### config.mk
export PLATFORM = sky130hd
export DESIGN_NAME = mem_bus_mux
export DESIGN_NICKNAME = d
export VERILOG_FILES = /design/src/rtl/mem_bus_mux.sv
export SDC_FILE = /design/constraint.sdc
export NUM_CORES = 1
export LEC_CHECK = 0
export CELL_PAD_IN_SITES_DETAIL_PLACEMENT = 1
export CELL_PAD_IN_SITES_GLOBAL_PLACEMENT = 1
export CORE_MARGIN = 2
export CORE_UTILIZATION = 23
export DETAILED_ROUTE_END_ITERATION = 16
export PLACE_DENSITY_LB_ADDON = 0.12
export SYNTH_ARGS = -nofsm -noshare
export SYNTH_HDL_FRONTEND = slang
export SYNTH_SLANG_ARGS = --single-unit
### constraint.sdc
create_clock -name clk -period 1.8 [get_ports clk]
set_input_delay 0.27 -clock clk [delete_from_list [all_inputs] [get_ports clk]]
set_output_delay 0.27 -clock clk [all_outputs]
set_load 0.02 [all_outputs]
### src/rtl/mem_bus_mux.sv
// Region-decoded N-slave interconnect for the picorv32 native memory bus.
// Define MEM_BUS_TIMEOUT_EN to abort slave accesses that stall for TIMEOUT cycles.
module mem_bus_mux #(
  parameter int unsigned         N_SLV         = 2,
  parameter logic [N_SLV*16-1:0] SLV_REGIONS   = {16'h0301, 16'h0020},
  parameter logic [31:0]         DEFAULT_RDATA = 32'hDEADBEEF,
  parameter int unsigned         TIMEOUT       = 1024
) (
  input  logic                  clk,
  input  logic                  rst_n,
  input  logic                  mem_valid,
  output logic                  mem_ready,
  input  logic [31:0]           mem_addr,
  input  logic [31:0]           mem_wdata,
  input  logic [3:0]            mem_wstrb,
  output logic [31:0]           mem_rdata,
  output logic [N_SLV-1:0]      s_valid,
  input  logic [N_SLV-1:0]      s_ready,
  output logic [31:0]           s_addr,
  output logic [31:0]           s_wdata,
  output logic [3:0]            s_wstrb,
  input  logic [N_SLV*32-1:0]   s_rdata,
  output logic                  bus_err,
  output logic [31:0]           err_addr
);

  localparam int unsigned SEL_W = (N_SLV > 1) ? $clog2(N_SLV) : 1;

  typedef enum logic [1:0] {IDLE, BUSY, RESP} state_t;

  state_t           state_q, state_d;
  logic [SEL_W-1:0] sel_q, sel_d, hit_idx;
  logic             hit;
  logic             sel_ready;
  logic [31:0]      sel_rdata;
  logic [31:0]      rdata_d, err_addr_d;
  logic             err_d;
  logic             timed_out;

  assign s_addr    = mem_addr;
  assign s_wdata   = mem_wdata;
  assign s_wstrb   = mem_wstrb;
  assign mem_ready = (state_q == RESP);

  // Descending scan so the lowest-index matching slave is the last writer.
  always_comb begin
    hit     = 1'b0;
    hit_idx = '0;
    for (int i = N_SLV - 1; i >= 0; i--) begin
      if (SLV_REGIONS[i*16 + int'(mem_addr[31:28])]) begin
        hit     = 1'b1;
        hit_idx = SEL_W'(i);
      end
    end
  end

  always_comb begin
    s_valid   = '0;
    sel_ready = 1'b0;
    sel_rdata = '0;
    for (int i = 0; i < N_SLV; i++) begin
      if (SEL_W'(i) == sel_q) begin
        s_valid[i] = (state_q == BUSY);
        sel_ready  = s_ready[i];
        sel_rdata  = s_rdata[i*32 +: 32];
      end
    end
  end

`ifdef MEM_BUS_TIMEOUT_EN
  localparam int unsigned CNT_W = $clog2(TIMEOUT + 1);
  logic [CNT_W-1:0] cnt_q;

  always_ff @(posedge clk) begin
    if (!rst_n)                cnt_q <= '0;
    else if (state_q != BUSY)  cnt_q <= '0;
    else                       cnt_q <= cnt_q + 1'b1;
  end

  // Abort in the BUSY cycle whose increment would bring the count to TIMEOUT.
  assign timed_out = (cnt_q == CNT_W'(TIMEOUT - 1));
`else
  logic unused_timeout;
  assign timed_out      = 1'b0;
  assign unused_timeout = (TIMEOUT == 0);
`endif

  always_comb begin
    // NOTE: every output of this block is assigned a default first so no path leaves it holding a value, which would infer a latch.
    state_d    = state_q;
    sel_d      = sel_q;
    rdata_d    = mem_rdata;
    err_d      = 1'b0;
    err_addr_d = err_addr;
    unique case (state_q)
      IDLE: begin
        if (mem_valid) begin
          if (hit) begin
            sel_d   = hit_idx;
            state_d = BUSY;
          end else begin
            rdata_d    = DEFAULT_RDATA;
            err_d      = 1'b1;
            err_addr_d = mem_addr;
            state_d    = RESP;
          end
        end
      end
      BUSY: begin
        if (sel_ready) begin
          rdata_d = sel_rdata;
          state_d = RESP;
        end else if (timed_out) begin
          rdata_d    = DEFAULT_RDATA;
          err_d      = 1'b1;
          err_addr_d = mem_addr;
          state_d    = RESP;
        end
      end
      RESP:    state_d = IDLE;
      default: state_d = IDLE;
    endcase
  end

  always_ff @(posedge clk) begin
    // NOTE: state registers use non-blocking assignments so every flop samples pre-edge values regardless of statement order.
    if (!rst_n) begin
      state_q   <= IDLE;
      sel_q     <= '0;
      mem_rdata <= '0;
      bus_err   <= 1'b0;
      err_addr  <= '0;
    end else begin
      state_q   <= state_d;
      sel_q     <= sel_d;
      mem_rdata <= rdata_d;
      bus_err   <= err_d;
      err_addr  <= err_addr_d;
    end
  end

endmodule

==> key figures <==
Place
  • Hpwl dp: 8490 um
  • Dpl ws: -0.234 ns
  • Gpl congestion: 0.676
  • Port Buffers: 200
  • DP Cell Count: 695

Routing
  • Vias/cell: 4.39
  • Iteration-0 DRC Markers: 81
  • DRT Wirelength: 11,000 um
  • Vias: 3,120
  • Final ANT Viol Nets: 0
  • DRC: 0
  • First-pass DRT Iterations: 4
  • Wire per inst: 15.5 um

Floorplanning
  • Die area: 16,200 um2
  • Core Area: 15,000 um2
  • Initial Util: 0.232
  • Die height: 127 um
  • Row count: 45
  • Die extent in x: 127 um
  • Top-level port count: 273

STA
  • Worst Skew: 0.00269 ns
  • Max-slew headroom: 0.663
  • Worst-margin pin slew: 0.506 ns
  • Period utilization: 0.964
  • Final setup fails: 0
  • Final worst slack: 0.0654 ns
  • Fmax: 577 MHz
  • Hold Fails Final Rpt: 0
  • Slew Limit Fails: 0
  • Final min period: 1.73 ns
  • RSZ-0062 raised after global routing: false

Yosys
  • Yosys Warn Count: 0
  • EDFF count, synth: 0
  • Dominant synthesized flop cell: dfxtp_1
  • Async SR Flop Fraction: 0
  • Post-synthesis instance area: 3490 um2
  • Synth unique cells: 28
  • Syn nets: 517
  • Seq/Total Area, Yosys: 0.390
  • Post-synthesis register bit count: 68
  • Syn_area_per_cell: 9.19 um2
  • Mapped Cells: 380

Worst setup path
  • Worst EP required: 1.53 ns
  • Largest stage delay on the critical path: 0.59 ns
  • Crit. End Element: primary output
  • Most frequent cell on the critical path: clkdlybuf4s50_1
  • Worst path top cell family by delay: buffers and inverters
  • Critical path type: in2out
  • CP max-delay cell: clkdlybuf4s50_1
  • CP Buf/Inv Count: 3
  • Startpoint Class: input pin
  • Crit Path Max Fanout: 3
  • Critical path cell sequence: clkdlybuf4s50_1 > buf_4 > clkdlybuf4s50_1
  • Worst EP arrival: 1.46 ns

Run
  • MaxCap Viol Count: 0

Cells and area
  • Area Overhead vs Synth: 60.6%
  • Cell Count, Final, Fillers Out: 711
  • Layout Utilization: 0.373
  • Share of post-route cells with drive strength above 1: 0.103
  • Nets: 655
  • Ant. Diodes: 0

Power
  • Pwr Density: 857 nW/um2
  • Leakage: 0.00212 uW
  • VDD IR-drop max: 0.000460 V

Worst hold path
  • HP Class: in2reg

GRT
  • Initial antenna violation count: 0
  • First-pass GRT wire length: 16,900 um
  • Gr usage total: 0.134
  • Vias in the first global route: 3,224
  • Largest net degree at the start of global routing: 43
  • Gr ovfl total: 0

Clock tree
  • Clock sink count: 68
  • Clk pin slew, worst setup/hold paths: 0.06 ns
  • CTS tree: built
  • Worst-Skew Late Latency: 0.33 ns
  • Root Driver: clkbuf_16
  • Clock buffer depth: 2
  • Postcts setup bufs: 0
  • H-tree depth: 3
  • TritonCTS Buffers: 9

Run status
  • Status: complete, no violations
[worst paths after layout]
| kind | start | end | slack, ns | cells past startpoint |
|---|---|---|---|---|
| setup / recovery | mem_addr[28] | s_addr[28] | 0.07 | 3 |
| hold / removal | rst_n | mem_rdata[26]$_SDFFE_PN0P_ | 0.42 | 3 |
| setup reg to reg | state_q[1]$_SDFFE_PN0P_ | mem_rdata[4]$_SDFFE_PN0P_ | 0.14 | 5 |
| hold reg to reg | err_addr[7]$_SDFFE_PN0P_ | err_addr[7]$_SDFFE_PN0P_ | 0.45 | 2 |
[report_power, final]
group	switching, uW	internal (uW)
Sequential	61.9	1620
Combinational	520	634
Clock	648	1320
Total	1230	3580
[kinds of logic (layout without fill, tap and decap cells)]
kind of cell	count (synthesis)	count (layout)	share of synthesized area
simple gates	105	105	0.126
mux	33	33	0.0960
buf+inv	95	238	0.196
compound gates	79	79	0.193
flops	68	68	0.390
[registers in the layout, summed over array words and instances, names as in the netlist]
name / flops
err_addr: 32
mem_rdata: 32
bus_err: 1
sel_q: 1
state_q: 2
[cells in the mapped netlist, drive strengths merged, types with 3 or more instances]
cell type / number / area (um2)
clkbuf: 13 / 48.8
a31o: 8 / 70.1
and2: 4 / 25.0
buf: 82 / 634
o311a: 24 / 240
nor2b: 3 / 18.8
mux2i: 32 / 320
a21boi: 33 / 248
a211oi: 9 / 80.1
nand2: 90 / 338
nor2: 3 / 13.8
dfxtp: 68 / 1360
[worst min-delay path, cell delays in order]
cell,delay [ns]
buf_2,0.13
buf_12,0.17
o311a_1,0.12
[routing by layer]
layer / wire length, um / vias up / global-route usage
li1: - / 1522 / -
met1: 4520 / 1427 / 0.153
met2: 5190 / 150 / 0.219
met3: 1080 / 21 / 0.0528
met4: 217 / 0 / 0.0653
met5: 0 / - / 0
[layout make-up]
| class | instances | area [um2] |
|---|---|---|
| timing repair buffer | 222 | 2220 |
| clock inverter | 4 | 70.1 |
| multi-input combinational | 217 | 1450 |
| clock buffer | 12 | 267 |
| fill | 1707 | 9430 |
| sequential | 68 | 1360 |
| tap | 188 | 235 |
[stage by stage]
stage          hold slack, ns  total power, uW  setup TNS (ns)  instance area, um2
2_1_floorplan           0.405             2400               0                3490
3_3_place_gp            0.440             2880          -10.06                5270
3_5_place_dp            0.446             2890          -11.32                5270
4_1_cts                 0.401             4930               0                5600
5_1_grt                 0.421             5070               0                5610
6_report                0.418             4810               0                5610
[cells in the final DEF, fill, tap and decap left out, types with 2 or more instances in the layout]
master / count
a21boi_0: 4
a211oi_1: 8
a21boi_1: 29
dlygate4sd2_1: 3
clkbuf_16: 9
buf_4: 17
nor2b_1: 3
clkdlybuf4s50_1: 195
mux2i_1: 32
nand2_1: 90
clkbuf_8: 3
nand2b_1: 2
and2_1: 3
dfxtp_1: 67
nor2_1: 2
clkinv_2: 2
o311a_1: 24
bufinv_16: 2
buf_12: 5
a31o_2: 8
[timing repair]
action | in CTS | in global routing
resized for setup | 3 | 1
setup endpoints to repair | 3 | 1
hold buffers | 0 | 0
(Power assumes the default switching activity.)
